==> src/rtl/prewish_mask_sequencer_if.sv <==
// Mask-sequencer bus: run control, config port and the strobe/data link
// into the blinky. The sequencer sits on the slave side; the stimulus or
// parent logic sits on the master side.
interface prewish_mask_sequencer_if #(
  parameter int AW = 2
);
  logic          EN_I;
  logic          CFG_WE_I;
  logic          CFG_LAST_WE_I;
  logic [AW-1:0] CFG_ADR_I;
  logic [7:0]    CFG_DAT_I;
  logic          ACK_I;
  logic          STB_O;
  logic [7:0]    DAT_O;
  logic [AW-1:0] SLOT_O;
  logic          BUSY_O;
  logic          TIMEOUT_O;

  modport slave (
    input  EN_I, CFG_WE_I, CFG_LAST_WE_I, CFG_ADR_I, CFG_DAT_I, ACK_I,
    output STB_O, DAT_O, SLOT_O, BUSY_O, TIMEOUT_O
  );

  modport master (
    output EN_I, CFG_WE_I, CFG_LAST_WE_I, CFG_ADR_I, CFG_DAT_I, ACK_I,
    input  STB_O, DAT_O, SLOT_O, BUSY_O, TIMEOUT_O
  );
endinterface

==> src/rtl/prewish_mask_sequencer.sv <==
// Plays a table of 8-bit blink masks into the blinky. Each slot presents its
// mask, emits a single strobe, then waits for the blinky's acknowledge or a
// dwell timeout before moving to the next slot (wrapping after LAST).
module prewish_mask_sequencer #(
  parameter int                 NUM_SLOTS = 4,
  parameter int                 DWELL_W   = 16,
  parameter logic [DWELL_W-1:0] DWELL     = 16'd50000
) (
  input  logic                     CLK_I,
  input  logic                     RST_I,
  prewish_mask_sequencer_if.slave  bus
);

  localparam int                 AW       = $clog2(NUM_SLOTS);
  localparam logic [AW-1:0]      LAST_RST = AW'(NUM_SLOTS - 1);
  localparam logic [DWELL_W-1:0] DWELL_M1 = DWELL - 1'b1;

  typedef enum logic [2:0] {
    S_IDLE,
    S_LOAD,
    S_STROBE,
    S_WAIT,
    S_ADVANCE
  } state_t;

  state_t             state_q, state_d;
  logic [7:0]         mask_q [NUM_SLOTS];
  logic [7:0]         mask_d [NUM_SLOTS];
  logic [AW-1:0]      last_q, last_d;
  logic [AW-1:0]      slot_q, slot_d;         // pointer to the slot in play
  logic [AW-1:0]      slot_out_q, slot_out_d; // slot shown on SLOT_O
  logic [DWELL_W-1:0] cnt_q, cnt_d;
  logic [7:0]         dat_q, dat_d;
  logic               stb_q, stb_d;
  logic               busy_q, busy_d;
  logic               to_q, to_d;

  // Next-state, config writes and registered-output values for the sequencer.
  always_comb begin
    // NOTE: every signal gets a default before the case so no path leaves a
    // value unassigned; that is what keeps this block free of latches.
    state_d    = state_q;
    mask_d     = mask_q;
    last_d     = last_q;
    slot_d     = slot_q;
    slot_out_d = slot_out_q;
    cnt_d      = cnt_q;
    dat_d      = dat_q;
    to_d       = 1'b0;

    // Config port is live in every state; a slot being presented keeps its
    // captured copy in dat_q, so rewrites only show at the next LOAD.
    if (bus.CFG_WE_I)      mask_d[bus.CFG_ADR_I] = bus.CFG_DAT_I;
    if (bus.CFG_LAST_WE_I) last_d                = bus.CFG_ADR_I;

    unique case (state_q)
      S_IDLE: begin
        if (bus.EN_I) state_d = S_LOAD;
      end
      S_LOAD: begin
        state_d = S_STROBE;
      end
      S_STROBE: begin
        cnt_d   = '0;
        state_d = S_WAIT;
      end
      S_WAIT: begin
        cnt_d = cnt_q + 1'b1;
        // Acknowledge takes priority over a coincident dwell expiry.
        if (bus.ACK_I) begin
          state_d = S_ADVANCE;
        end else if (cnt_q == DWELL_M1) begin
          to_d    = 1'b1;
          state_d = S_ADVANCE;
        end
      end
      S_ADVANCE: begin
        // >= rather than == so a LAST shrunk below the pointer still wraps.
        slot_d  = (slot_q >= last_q) ? '0 : slot_q + 1'b1;
        state_d = bus.EN_I ? S_LOAD : S_IDLE;
      end
      default: begin
        state_d = S_IDLE;
      end
    endcase

    // Outputs are registered from the upcoming state, so data appears on
    // entry to LOAD (one cycle ahead of the strobe) and the strobe lines up
    // exactly with the STROBE state.
    stb_d  = (state_d == S_STROBE);
    busy_d = (state_d != S_IDLE);
    if (state_d == S_LOAD) begin
      dat_d      = mask_q[slot_d];
      slot_out_d = slot_d;
    end
  end

  // State, mask table and output registers; async reset aborts any slot.
  always_ff @(posedge CLK_I or negedge RST_I) begin
    if (!RST_I) begin
      state_q    <= S_IDLE;
      // NOTE: the mask table has a defined power-up content, so it is reset
      // here with the rest of the state rather than left as plain RAM.
      for (int i = 0; i < NUM_SLOTS; i++) mask_q[i] <= 8'h00;
      last_q     <= LAST_RST;
      slot_q     <= '0;
      slot_out_q <= '0;
      cnt_q      <= '0;
      dat_q      <= 8'h00;
      stb_q      <= 1'b0;
      busy_q     <= 1'b0;
      to_q       <= 1'b0;
    end else begin
      // NOTE: non-blocking assignments here so every register samples the
      // pre-edge values computed above, independent of statement order.
      state_q    <= state_d;
      mask_q     <= mask_d;
      last_q     <= last_d;
      slot_q     <= slot_d;
      slot_out_q <= slot_out_d;
      cnt_q      <= cnt_d;
      dat_q      <= dat_d;
      stb_q      <= stb_d;
      busy_q     <= busy_d;
      to_q       <= to_d;
    end
  end

  assign bus.STB_O     = stb_q;
  assign bus.DAT_O     = dat_q;
  assign bus.SLOT_O    = slot_out_q;
  assign bus.BUSY_O    = busy_q;
  assign bus.TIMEOUT_O = to_q;

endmodule

==> src/flat_wrapper.sv <==
// flat-port wrapper written by rule: the top's interface ports become plain ports
module prewish_mask_sequencer_flat 
#(
  parameter int                 NUM_SLOTS = 4,
  parameter int                 DWELL_W   = 16,
  parameter logic [DWELL_W-1:0] DWELL     = 16'd50000
)
  (CLK_I, RST_I, bus_EN_I, bus_CFG_WE_I, bus_CFG_LAST_WE_I, bus_CFG_ADR_I, bus_CFG_DAT_I, bus_ACK_I, bus_STB_O, bus_DAT_O, bus_SLOT_O, bus_BUSY_O, bus_TIMEOUT_O);
  prewish_mask_sequencer_if #(.AW((2))) bus_i ();
  input  logic CLK_I;
  input  logic RST_I;
  input wire logic [$bits(bus_i.EN_I)-1:0] bus_EN_I;
  input wire logic [$bits(bus_i.CFG_WE_I)-1:0] bus_CFG_WE_I;
  input wire logic [$bits(bus_i.CFG_LAST_WE_I)-1:0] bus_CFG_LAST_WE_I;
  input wire logic [$bits(bus_i.CFG_ADR_I)-1:0] bus_CFG_ADR_I;
  input wire logic [$bits(bus_i.CFG_DAT_I)-1:0] bus_CFG_DAT_I;
  input wire logic [$bits(bus_i.ACK_I)-1:0] bus_ACK_I;
  output wire logic [$bits(bus_i.STB_O)-1:0] bus_STB_O;
  output wire logic [$bits(bus_i.DAT_O)-1:0] bus_DAT_O;
  output wire logic [$bits(bus_i.SLOT_O)-1:0] bus_SLOT_O;
  output wire logic [$bits(bus_i.BUSY_O)-1:0] bus_BUSY_O;
  output wire logic [$bits(bus_i.TIMEOUT_O)-1:0] bus_TIMEOUT_O;
  assign bus_i.EN_I = bus_EN_I;
  assign bus_i.CFG_WE_I = bus_CFG_WE_I;
  assign bus_i.CFG_LAST_WE_I = bus_CFG_LAST_WE_I;
  assign bus_i.CFG_ADR_I = bus_CFG_ADR_I;
  assign bus_i.CFG_DAT_I = bus_CFG_DAT_I;
  assign bus_i.ACK_I = bus_ACK_I;
  assign bus_STB_O = bus_i.STB_O;
  assign bus_DAT_O = bus_i.DAT_O;
  assign bus_SLOT_O = bus_i.SLOT_O;
  assign bus_BUSY_O = bus_i.BUSY_O;
  assign bus_TIMEOUT_O = bus_i.TIMEOUT_O;
  prewish_mask_sequencer #(.NUM_SLOTS(NUM_SLOTS), .DWELL_W(DWELL_W), .DWELL(DWELL)) u_core (.CLK_I(CLK_I), .RST_I(RST_I), .bus(bus_i));
endmodule
==> config.mk <==
export PLATFORM = sky130hd
export DESIGN_NAME = prewish_mask_sequencer_flat
export DESIGN_NICKNAME = d
export VERILOG_FILES = /design/src/rtl/prewish_mask_sequencer_if.sv /design/src/rtl/prewish_mask_sequencer.sv /design/src/flat_wrapper.sv
export SDC_FILE = /design/constraint.sdc
export NUM_CORES = 1
export LEC_CHECK = 0
export CAP_MARGIN = 20
export CORE_ASPECT_RATIO = 0.75
export CORE_MARGIN = 2
export CORE_UTILIZATION = 59
export DETAILED_ROUTE_END_ITERATION = 6
export DONT_BUFFER_PORTS = 1
export GPL_TIMING_DRIVEN = 0
export PLACE_DENSITY = 0.8
export SETUP_SLACK_MARGIN = 0.1
export SLEW_MARGIN = 40
export SYNTH_ARGS = -nofsm -noshare
export SYNTH_HDL_FRONTEND = slang
export SYNTH_SLANG_ARGS = --single-unit
==> constraint.sdc <==
create_clock -name CLK_I -period 2.85 [get_ports CLK_I]
set_input_delay 0.4275 -clock CLK_I [delete_from_list [all_inputs] [get_ports CLK_I]]
set_output_delay 0.4275 -clock CLK_I [all_outputs]
set_load 0.01 [all_outputs]
; Word-level counts from Yosys, hierarchy flattened
; Cells that the tools add are included.
[totals]
output_inout_bits = 13
elab_cells = 49
in_bits = 16
reg_bits = 68
[classes]
n_addsub = 2
n_eq_ne = 7
n_bitwise = 2
n_reduce_logical = 4
muxes = 17
magnitude_cmp = 4
[op_table]
columns = op, count
row1 = 32-bit bitwise mux, 1
row2 = 16-bit one-hot mux with 2 select lines, 1
row3 = 8-bit two-way mux, 3
row4 = 16-bit by 1-bit adder with 16-bit output (second input constant), 1
row5 = 8-bit binary-select mux with 2-bit select, 1
row6 = 8-bit demux with 2-bit select, 1
row7 = 16-bit equality test (second input constant), 1
row8 = 3-bit one-hot mux with 5 select lines, 1
row9 = 3-bit by 2-bit equality test with 1-bit output (second input constant), 3
row10 = 3-bit two-way mux, 3
row11 = 3-bit by 1-bit equality test with 1-bit output (second input constant), 2
row12 = 3-bit greater-or-equal comparator (second input constant), 2
row13 = 2-bit inverter with 3-bit output, 2
row14 = 1-bit two-way mux, 4
row15 = 2-bit two-way mux, 2
row16 = 3-bit equality test (second input constant), 1
row17 = 3-bit zero test, 1
row18 = 3-bit by 1-bit < comparator with 1-bit output (second input constant), 1
row19 = 3-bit nonzero test, 1
row20 = 2-bit by 1-bit adder with 2-bit output (second input constant), 1
row21 = 2-bit greater-or-equal comparator, 1
row22 = 2-bit nonzero test, 1
row23 = 1-bit logical AND, 1

; Longest topological paths before layout
; Gate-level depths: netlist of run 1.
[depth]
depth_word = 7
depth_mapped = 8

; Worst setup path after synthesis of run 1
; Ideal clock, no wire load.
[synth_path]
kind = register -> register
from = register u_core.slot_q[0]
to = register u_core.dat_q[6], in the netlist u_core.bus.DAT_O[6]
path_stages_with_launch = 9
arrival_time_ps = 2153
path_slack_ps = 567
t_required_ps = 2721
period_less_slack_ps = 2283
path_cell_list = dfrtp_1 clkbuf_1 clkbuf_1 inv_1 ha_1 nand2b_1 a221o_1 a32oi_1 a31oi_1
[synth_between]
elab_chain_len = 7
word_cells_on_any_way = 8
cone_classes = add/sub (1) / order compare (1) / mux (5) / bitwise (1)
[synth_lines]
columns = item, line_no
row1 = from (decl), prewish_mask_sequencer.sv:30  ; logic [AW-1:0] slot_q, slot_d;
row2 = from (signal assigned), prewish_mask_sequencer.sv:119  ; slot_q <= slot_d;
row3 = 2-bit by 1-bit adder with 2-bit output / 2-bit greater-or-equal comparator (equally long branches), prewish_mask_sequencer.sv:79  ; slot_d = (slot_q >= last_q) ? '0 : slot_q + 1'b1;
row4 = 2-bit two-way mux, prewish_mask_sequencer.sv:79
row5 = 2-bit two-way mux *, prewish_mask_sequencer.sv:56  ; unique case (state_q)
row6 = 2-bit inverter with 3-bit output (implied by the code) *, prewish_mask_sequencer.sv:93  ; dat_d = mask_q[slot_d];
row7 = 8-bit binary-select mux with 2-bit select *, prewish_mask_sequencer.sv:93
row8 = 8-bit two-way mux (implied by the code) * (2 in series), prewish_mask_sequencer.sv:93
row9 = to (signal assigned), prewish_mask_sequencer.sv:122  ; dat_q <= dat_d;
row10 = to (decl), prewish_mask_sequencer.sv:33  ; logic [7:0] dat_q, dat_d;
; Mark *: on every way between the ends. The rest lies on a longest branch, timed or not. The select of a mux whose other input is x is not followed.
; A chain may end at the register's enable or synchronous reset.

; Worst setup path after layout of run 1
[layout_path]
from = register u_core.slot_q[0]
to = register u_core.dat_q[3], in the netlist u_core.bus.DAT_O[3]
; The elaborated chain is that of the path after synthesis.

==> results.py, run 1 <==
metrics = {
    "floorplan": {
        "start_util_pct": 61.1,
        "die_x_um": 93.7,
        "core_area_mm2": 0.00583,
        "die_area_mm2": 0.00667,
        "core.rowCount": 24,
        "die-height_um": 71.3,
        "io_pins": 29,
    },
    "clock_tree": {
        "htreeDepth": 3,
        "cts_sinks": 68,
        "numCtsBuffers": 9,
        "ctsLongestPathBuffers": 2,
        "cts_root_buf": "clkbuf_8",
        "cts_tree": "yes",
        "clk_latency_ps": 340,
        "clkTransAtPathRegs_ps": 70,
    },
    "routing": {
        "drc": 0,
        "num_vias": 2944,
        "via_per_inst": 6.68,
        "ant_nets": 0,
        "drt_iter0_markers": 326,
        "wire_per_inst_um": 19.7,
        "firstDrtPassIters": 5,
        "wl_um": 8700,
    },
    "outcome": {
        "outcome": "finished clean",
    },
    "setup_path": {
        "crit_fanout": 10,
        "required_ps": 3070,
        "startpoint_type": "flop",
        "arrival_ps": 2810,
        "criticalPathCategory": "flop to flop",
        "worstSetupEndpointType": "flop",
    },
    "timing": {
        "fin_crit_ps": 2590,
        "clock.fmax_ghz": 0.386,
        "max-slew-margin-rel_pct": 54.0,
        "hold_viol": 0,
        "worst_hold_slack_ps": 147,
        "final.period_utilization_pct": 90.8,
        "slew_viol_final": 0,
        "fin_setup_tns_ps": 0,
        "finalClockSkew_ps": 8.25,
        "rsz0062_at_grt": "no",
        "worst_slew_pin_slew_ps": 687,
        "setup_viol": 0,
    },
    "global_route": {
        "grt_pass1_vias": 2882,
        "grt_max_degree": 69,
        "antenna_found_initial": 0,
        "track_usage_pct": 28.6,
        "grt_pass1_wl_um": 14600,
        "grt_overflow": 0,
    },
    "flow_run": {
        "drv_cap": 0,
    },
    "synth": {
        "post-synth-top-count-cell": "dfrtp_1",
        "synth_seq_cells": 68,
        "synth_ff_type": "dfrtp_1",
        "syn_area_mm2": 0.00356,
        "ys_types": 44,
        "synth_edf_count": 0,
        "synth-warning-count": 0,
        "yosysTopAreaCellShare_pct": 46.4,
        "synthTopCellsByArea": "dfrtp_1 46%, mux2_2 11%, a22o_1 3.2%, nand2_1 3.2%, o21ai_0 3.1%",
        "syn_nets": 363,
        "yosys-top-cells-count": "66 x dfrtp_1, 35 x mux2_2, 30 x nand2_1, 22 x o21ai_0, 20 x nor2_1",
        "syn_avg_cell_area_um2": 10.3,
        "async_flop_share_pct": 100,
        "yosysSeqAreaShare_pct": 47.9,
        "syn_inst": 344,
        "yosys.area.top_type": "dfrtp_1",
    },
    "power_and_ir_drop": {
        "totalPowerFinal_mw": 3.49,
        "peakVddDrop_mv": 0.462,
        "p_leak_nw": 1.58,
        "power_density_mw_per_mm2": 890,
    },
    "layout": {
        "n_antenna_cell": 0,
        "drive_above_1_share_pct": 17.4,
        "multi_input_area_mm2": 0.00176,
        "fin_nets": 377,
        "final_core_utilization_pct": 67.3,
        "fillers": 437,
        "syn_to_final_growth_pct": 10.2,
        "seqCellArea_mm2": 0.00170,
        "fin_cells": 441,
    },
    "placement": {
        "hpwl_um": 5680,
        "gp_congestion": 0.900,
        "portBuffers": 0,
        "place_inst": 422,
    },
    "hold_path": {
        "min_path_type": "primary input to flop",
    },
}
==> state kept, by name, summed over array words and instances (netlist names) <==
signal / cells
u_core.state_q: 3
u_core.bus.DAT_O: 8
u_core.bus.TIMEOUT_O: 1
u_core.bus.BUSY_O: 1
u_core.bus.STB_O: 1
u_core.slot_q: 2
u_core.bus.SLOT_O: 2
u_core.cnt_q: 16
u_core.mask_q: 32
u_core.last_q: 2
==> repair_timing <==
item / CTS / global route
hold endpoints to repair: 68 / 0
gates resized for setup: 1 / 1
setup buffers: 2 / 0
hold buffers: 2 / 0
pin swaps: 1 / 0
setup endpoints to repair: 10 / 12
==> power breakdown <==
part           leakage (nW)  internal [mW]  total, mW  switching [mW]
Combinational         0.652          0.489       1.25           0.763
Sequential            0.834           1.19       1.43           0.241
Clock                0.0959          0.453      0.808           0.355
Total                  1.58           2.13       3.49            1.36
==> critical path, stage by stage (launching register included) <==
cell      delay (ps)
dfrtp_1          540
buf_2            310
inv_1            100
ha_1             290
nand2b_1         260
a221o_1          580
a32oi_1          280
a31oi_1          100
==> stage by stage <==
step / cell area, um^2 / setup slack (ps)
floorplan: 3560 / 567
global placement: 3660 / -53.3
detailed placement: 3670 / -119
CTS: 3930 / 150
global route: 3920 / 116
finish: 3920 / 261
==> metal layers <==
| metal | vias up | wire [um] | track usage (%) |
|---|---|---|---|
| met2 | 167 | 3790 | 39.9 |
| met3 | 20 | 766 | 7.68 |
| met5 | - | 0 | 0 |
| met4 | 0 | 184 | 11.8 |
| li1 | 1311 | - | - |
| met1 | 1446 | 3950 | 42.9 |
==> layout by cell type, fill, tap and decap left out, types with 7 or more instances in the layout <==
cell type	netlist	routed
a32oi_1	9	9
dfrtp_1	66	66
nor2b_1	11	11
clkbuf_1	15	15
clkbuf_8	0	11
nand2_1	30	30
a21oi_1	16	16
nor3_1	7	7
mux2_2	35	35
nand3_1	17	17
nand2b_1	10	10
o21ai_0	22	22
a31oi_1	10	10
a22o_1	13	13
a211o_1	8	8
nor2_1	20	20
==> final timing paths <==
path                       slack, ps  depth (start not counted)                   end             start
setup / recovery                 260                          7   u_core.bus.DAT_O[3]  u_core.slot_q[0]
hold / removal                   150                          1  u_core.bus.TIMEOUT_O         bus_ACK_I
setup reg to reg                 260                          7   u_core.bus.DAT_O[3]  u_core.slot_q[0]
hold reg to reg                  520                          2      u_core.last_q[1]  u_core.last_q[1]
max in group asynchronous       1910                          2      u_core.last_q[0]             RST_I
min in group asynchronous        640                          2   u_core.bus.DAT_O[7]             RST_I
==> cell families (layout without fill, tap and decap cells) <==
kind of cell	Yosys count	count (layout)	synth area share, %
multiplexers	41	41	12.8
AND/OR/NAND/NOR	115	115	16.5
AO/OA/AOI/OAI	93	93	18.8
adder cells (fa/ha/maj)	3	3	1.05
buffers and inverters	24	43	2.99
flip-flops	68	68	47.9
==> layout make-up <==
class / instances / area share [%]
Multi-Input combinational cell: 252 / 44.9
Sequential cell: 68 / 43.5
Clock buffer: 13 / 4.05
Tap cell: 78 / 2.49
Buffer: 18 / 2.17
Timing Repair Buffer: 4 / 1.34
Clock inverter: 3 / 1.15
Inverter: 5 / 0.479
Note: power is estimated with default switching activity, not from simulation.
==> run 2, diff against run 1 <==
CORE_ASPECT_RATIO = 1.25   (was 0.75)
CTS_CLUSTER_SIZE = 20   (was unset)
==> results.py, run 2 (synthesis gave the netlist of run 1 again) <==
metrics = {
    "outcome": {
        "outcome": "finished clean",
    },
    "clock_tree": {
        "clk_latency_ps": 360,
        "ctsLongestPathBuffers": 2,
        "clkTransAtPathRegs_ps": 70,
        "cts_tree": "yes",
        "cts_sinks": 68,
        "htreeDepth": 3,
        "cts_root_buf": "clkbuf_8",
        "numCtsBuffers": 9,
    },
    "setup_path": {
        "worstSetupEndpointType": "flop",
        "criticalPathCategory": "flop to flop",
        "required_ps": 3080,
        "arrival_ps": 2850,
        "crit_fanout": 10,
        "r2r-end": "u_core.bus.DAT_O[5]",
        "reg2reg_depth": 7,
        "startpoint_type": "flop",
        "r2r_start": "u_core.slot_q[0]",
        "reg2reg_slack_ps": 230,
    },
    "timing": {
        "final.period_utilization_pct": 91.8,
        "rsz0062_at_grt": "no",
        "setup_viol": 0,
        "slew_viol_final": 0,
        "finalClockSkew_ps": 8.84,
        "worst_slew_pin_slew_ps": 719,
        "clock.fmax_ghz": 0.382,
        "max-slew-margin-rel_pct": 52.0,
        "fin_crit_ps": 2620,
        "hold_viol": 0,
    },
    "floorplan": {
        "die_area_mm2": 0.00667,
        "core_area_mm2": 0.00582,
        "start_util_pct": 61.2,
        "die_x_um": 73.5,
        "die-height_um": 90.8,
        "io_pins": 29,
        "core.rowCount": 31,
    },
    "hold_path": {
        "hold_path_end": "u_core.last_q[1]",
        "whs_path_depth": 1,
        "hold_start": "bus_CFG_LAST_WE_I",
        "min_path_type": "primary input to flop",
    },
    "routing": {
        "num_vias": 2856,
        "ant_nets": 0,
        "via_per_inst": 6.64,
        "drt_iter0_markers": 284,
        "wire_per_inst_um": 19.9,
        "firstDrtPassIters": 5,
        "wl_um": 8570,
        "drc": 0,
    },
    "layout": {
        "final_common_cell": "dfrtp_1",
        "regMostFlops": "u_core.mask_q",
        "n_antenna_cell": 0,
        "design_area_mm2": 0.00390,
        "drive_above_1_share_pct": 17.6,
        "fin_nets": 379,
        "layout_common_cells": "66 x dfrtp_1, 35 x mux2_2, 30 x nand2_1",
        "largest_register_ffs": 32,
        "syn_to_final_growth_pct": 9.56,
        "fillers": 461,
    },
    "placement": {
        "hpwl_um": 5490,
        "gp_congestion": 0.891,
        "portBuffers": 0,
        "place_area_mm2": 0.00365,
    },
    "power_and_ir_drop": {
        "peakVddDrop_mv": 0.564,
        "totalPowerFinal_mw": 3.37,
        "power_density_mw_per_mm2": 864,
        "p_leak_nw": 1.59,
    },
    "flow_run": {
        "drv_cap": 0,
    },
    "global_route": {
        "track_usage_pct": 27.7,
        "grt_max_degree": 69,
        "grt_pass1_wl_um": 14100,
        "antenna_found_initial": 0,
        "grt_pass1_vias": 2831,
        "grt_overflow": 0,
    },
}
==> run 2: worst max path at each step <==
| stage | startpoint | endpoint | slack [ps] |
|---|---|---|---|
| 2_1_floorplan | u_core.slot_q[0] | u_core.bus.DAT_O[6] | 570 |
| 3_3_place_gp | u_core.slot_q[0] | u_core.bus.DAT_O[7] | -2 |
| 5_1_grt | u_core.slot_q[0] | u_core.bus.DAT_O[6] | 180 |
| 4_1_cts | u_core.slot_q[0] | u_core.bus.DAT_O[5] | 150 |
| 6_report | u_core.slot_q[0] | u_core.bus.DAT_O[5] | 230 |
| 3_5_place_dp | u_core.slot_q[0] | u_core.bus.DAT_O[0] | -20 |
==> run 2: where the power goes <==
group / internal (mW) / switching, mW / total (mW)
logic: 0.493 / 0.738 / 1.23
clock network: 0.356 / 0.355 / 0.711
registers: 1.19 / 0.238 / 1.43
total: 2.04 / 1.33 / 3.37
==> run 2: per-stage QoR <==
step | setup WS [ps] | hold WS, ps | setup TNS, ps | util (%) | cells
detailed placement | -16.4 | 133 | -37.9 | 62.7 | 410
global route | 183 | 131 | 0 | 67.0 | 430
global placement | -1.65 | 134 | -1.65 | 62.6 | 410
CTS | 154 | 125 | 0 | 66.5 | 429
floorplan | 567 | 132 | 0 | - | 344
finish | 234 | 127 | 0 | 67.0 | 430
==> run 2: routing by layer <==
| metal | part of all wire, % | GRT usage (%) | up-vias |
|---|---|---|---|
| met3 | 6.1 | 6.47 | 12 |
| met2 | 52 | 44.9 | 112 |
| met4 | 1.7 | 12.3 | 0 |
| met1 | 40 | 34.6 | 1415 |
| li1 | - | - | 1317 |
| met5 | 0 | 0 | - |
==> run 2: layout make-up <==
class / count / area (um^2) / area share, %
flip-flops and latches: 68 / 1700 / 43.7
repair buffers: 6 / 80.1 / 2.05
well taps: 66 / 82.6 / 2.12
clock buffers: 13 / 159 / 4.08
clock inverters: 2 / 10.0 / 0.257
multi-input cells: 252 / 1760 / 45.1
plain buffers: 18 / 85.1 / 2.18
inverters: 5 / 18.8 / 0.481
==> run 2: worst max-delay path: stages (launching register included) <==
cell and delay, ps:
dfrtp_1 550, clkbuf_2 320, inv_1 100, ha_1 290, nand2b_1 270, a221o_1 560, a32oi_1 280, a31oi_1 110
==> run 2: timing repair <==
item                                   4_1_cts  5_1_grt
setup endpoints to repair                   10       10
buffers inserted                             2        2
hold buffers                                 2        0
pin swaps                                    2        1
gates resized for setup                      1        0
endpoints found under the hold margin       68        0
==> run 3, diff against run 2 <==
SLEW_MARGIN = unset   (was 40)
TNS_END_PERCENT = 5   (was unset)
==> results.py, run 3 (synthesis gave the netlist of run 1 again) <==
metrics = {
    "layout": {
        "final_core_utilization_pct": 66.9,
        "n_antenna_cell": 0,
        "regMostFlops": "u_core.mask_q",
        "final_common_cell": "dfrtp_1",
        "design_area_mm2": 0.00389,
        "layout_common_cells": "66 x dfrtp_1, 35 x mux2_2, 30 x nand2_1",
        "syn_to_final_growth_pct": 9.35,
        "largest_register_ffs": 32,
        "drive_above_1_share_pct": 18.2,
        "fin_nets": 382,
    },
    "setup_path": {
        "startpoint_type": "flop",
        "critPathBufInv": 3,
        "cpMaxStageDelayCell": "a221o_1",
        "required_ps": 3090,
        "worstPathCellList": "clkbuf_1 -> clkbuf_2 -> inv_1 -> ha_1 -> nand2b_1 -> a221o_1 -> a32oi_1 -> a31oi_1",
        "reg2reg_slack_ps": 120,
        "criticalPathCategory": "flop to flop",
        "cp_top_family": "compound AO/OA/AOI/OAI gates",
        "crit_fanout": 10,
        "worstSetupEndpointType": "flop",
        "arrival_ps": 2970,
        "max_stage_delay_ps": 550,
    },
    "timing": {
        "final.period_utilization_pct": 95.7,
        "finalClockSkew_ps": 6.66,
        "rsz0062_at_grt": "yes",
        "clock.fmax_ghz": 0.366,
        "fin_crit_ps": 2730,
        "worst_slew_pin_slew_ps": 872,
        "setup_viol": 0,
        "max-slew-margin-rel_pct": 41.6,
        "slew_viol_final": 0,
        "hold_viol": 0,
    },
    "hold_path": {
        "min_path_type": "primary input to flop",
    },
    "floorplan": {
        "io_pins": 29,
        "start_util_pct": 61.2,
        "die-height_um": 90.8,
        "core_area_mm2": 0.00582,
        "die_area_mm2": 0.00667,
        "die_x_um": 73.5,
        "core.rowCount": 31,
    },
    "routing": {
        "num_vias": 2866,
        "wire_per_inst_um": 19.3,
        "ant_nets": 0,
        "via_per_inst": 6.60,
        "wl_um": 8360,
        "drc": 0,
        "drt_iter0_markers": 243,
        "firstDrtPassIters": 5,
    },
    "clock_tree": {
        "ctsLongestPathBuffers": 2,
        "cts_root_buf": "clkbuf_8",
        "numCtsBuffers": 9,
        "clkTransAtPathRegs_ps": 70,
        "htreeDepth": 3,
        "cts_sinks": 68,
        "cts_tree": "yes",
        "clk_latency_ps": 360,
    },
    "global_route": {
        "track_usage_pct": 27.5,
        "grt_max_degree": 69,
        "grt_pass1_vias": 2867,
        "antenna_found_initial": 0,
        "grt_pass1_wl_um": 13900,
        "grt_overflow": 0,
    },
    "outcome": {
        "outcome": "finished clean",
    },
    "power_and_ir_drop": {
        "p_leak_nw": 1.59,
        "peakVddDrop_mv": 0.548,
        "power_density_mw_per_mm2": 859,
    },
    "placement": {
        "place_area_mm2": 0.00365,
        "hpwl_um": 5510,
        "gp_congestion": 0.891,
        "portBuffers": 0,
    },
    "flow_run": {
        "drv_cap": 0,
    },
}
==> run 3: cell types whose count changed in the layout (fill, tap and decap cells not counted) <==
cell / delta
buf_12: -1
buf_2: +1
buf_4: +2
clkbuf_8: -1
clkinv_2: +2
clkinvlp_4: +1
nor3b_1: +1
nor3b_4: -1
==> run 3: per-layer routing <==
layer	track usage (%)	share of wire, %	vias to the layer above
met3	7.14	7.8	15
met1	33.4	39	1413
li1	-	-	1320
met5	0	0	-
met4	12.6	1.8	0
met2	44.7	51	118
==> run 3: final cells by class <==
| type | count | area (um^2) |
|---|---|---|
| fillers | 454 | 1930 |
| multi-input cells | 252 | 1750 |
| flip-flops and latches | 68 | 1700 |
| clock buffers | 11 | 141 |
| plain buffers | 19 | 88.8 |
| well taps | 66 | 82.6 |
| repair buffers | 8 | 80.1 |
| clock inverters | 5 | 27.5 |
| inverters | 5 | 18.8 |
==> run 3: what timing repair did <==
item                       4_1_cts  5_1_grt
pin swaps                        2        1
setup endpoints to repair       10       10
hold endpoints to repair        68        0
gates resized for setup          1        0
setup buffers                    2        3
gates cloned                     0        0
hold buffers                     2        0
==> run 3: report_power, final <==
part | total (mW) | internal [mW] | switching (mW)
combinational | 1.24 | 0.494 | 0.746
clock | 0.693 | 0.333 | 0.361
sequential | 1.41 | 1.19 | 0.218
total | 3.34 | 2.02 | 1.33
==> run 3: stage by stage <==
step	worst slack, ps	hold slack (ps)	TNS, ps	std cells	total power [mW]
final	121	123	0	434	3.34
after global placement	-1.65	134	-1.65	410	2.58
after CTS	166	127	0	431	3.33
after detailed placement	-9.59	133	-18.3	411	2.61
after global routing	1.90	116	0	434	3.56
after floorplan	567	132	0	344	2.29
==> run 3: final timing paths <==
| kind | from | endpoint | cells after the start |
|---|---|---|---|
| max in group asynchronous | RST_I | u_core.last_q[0] | 2 |
| min in group asynchronous | RST_I | u_core.cnt_q[5] | 2 |
| worst min-delay path | bus_CFG_LAST_WE_I | u_core.last_q[1] | 1 |
| worst max register to register | u_core.slot_q[0] | u_core.bus.DAT_O[5] | 8 |
| worst max-delay path | u_core.slot_q[0] | u_core.bus.DAT_O[5] | 8 |
| worst min register to register | u_core.mask_q[5] | u_core.mask_q[5] | 1 |
==> run 3: worst reg2reg max path, stage by stage, from the launching register on <==
cell,delay [ps]
dfrtp_1,330
clkbuf_1,370
clkbuf_2,320
inv_1,100
ha_1,290
nand2b_1,270
a221o_1,550
a32oi_1,280
a31oi_1,110
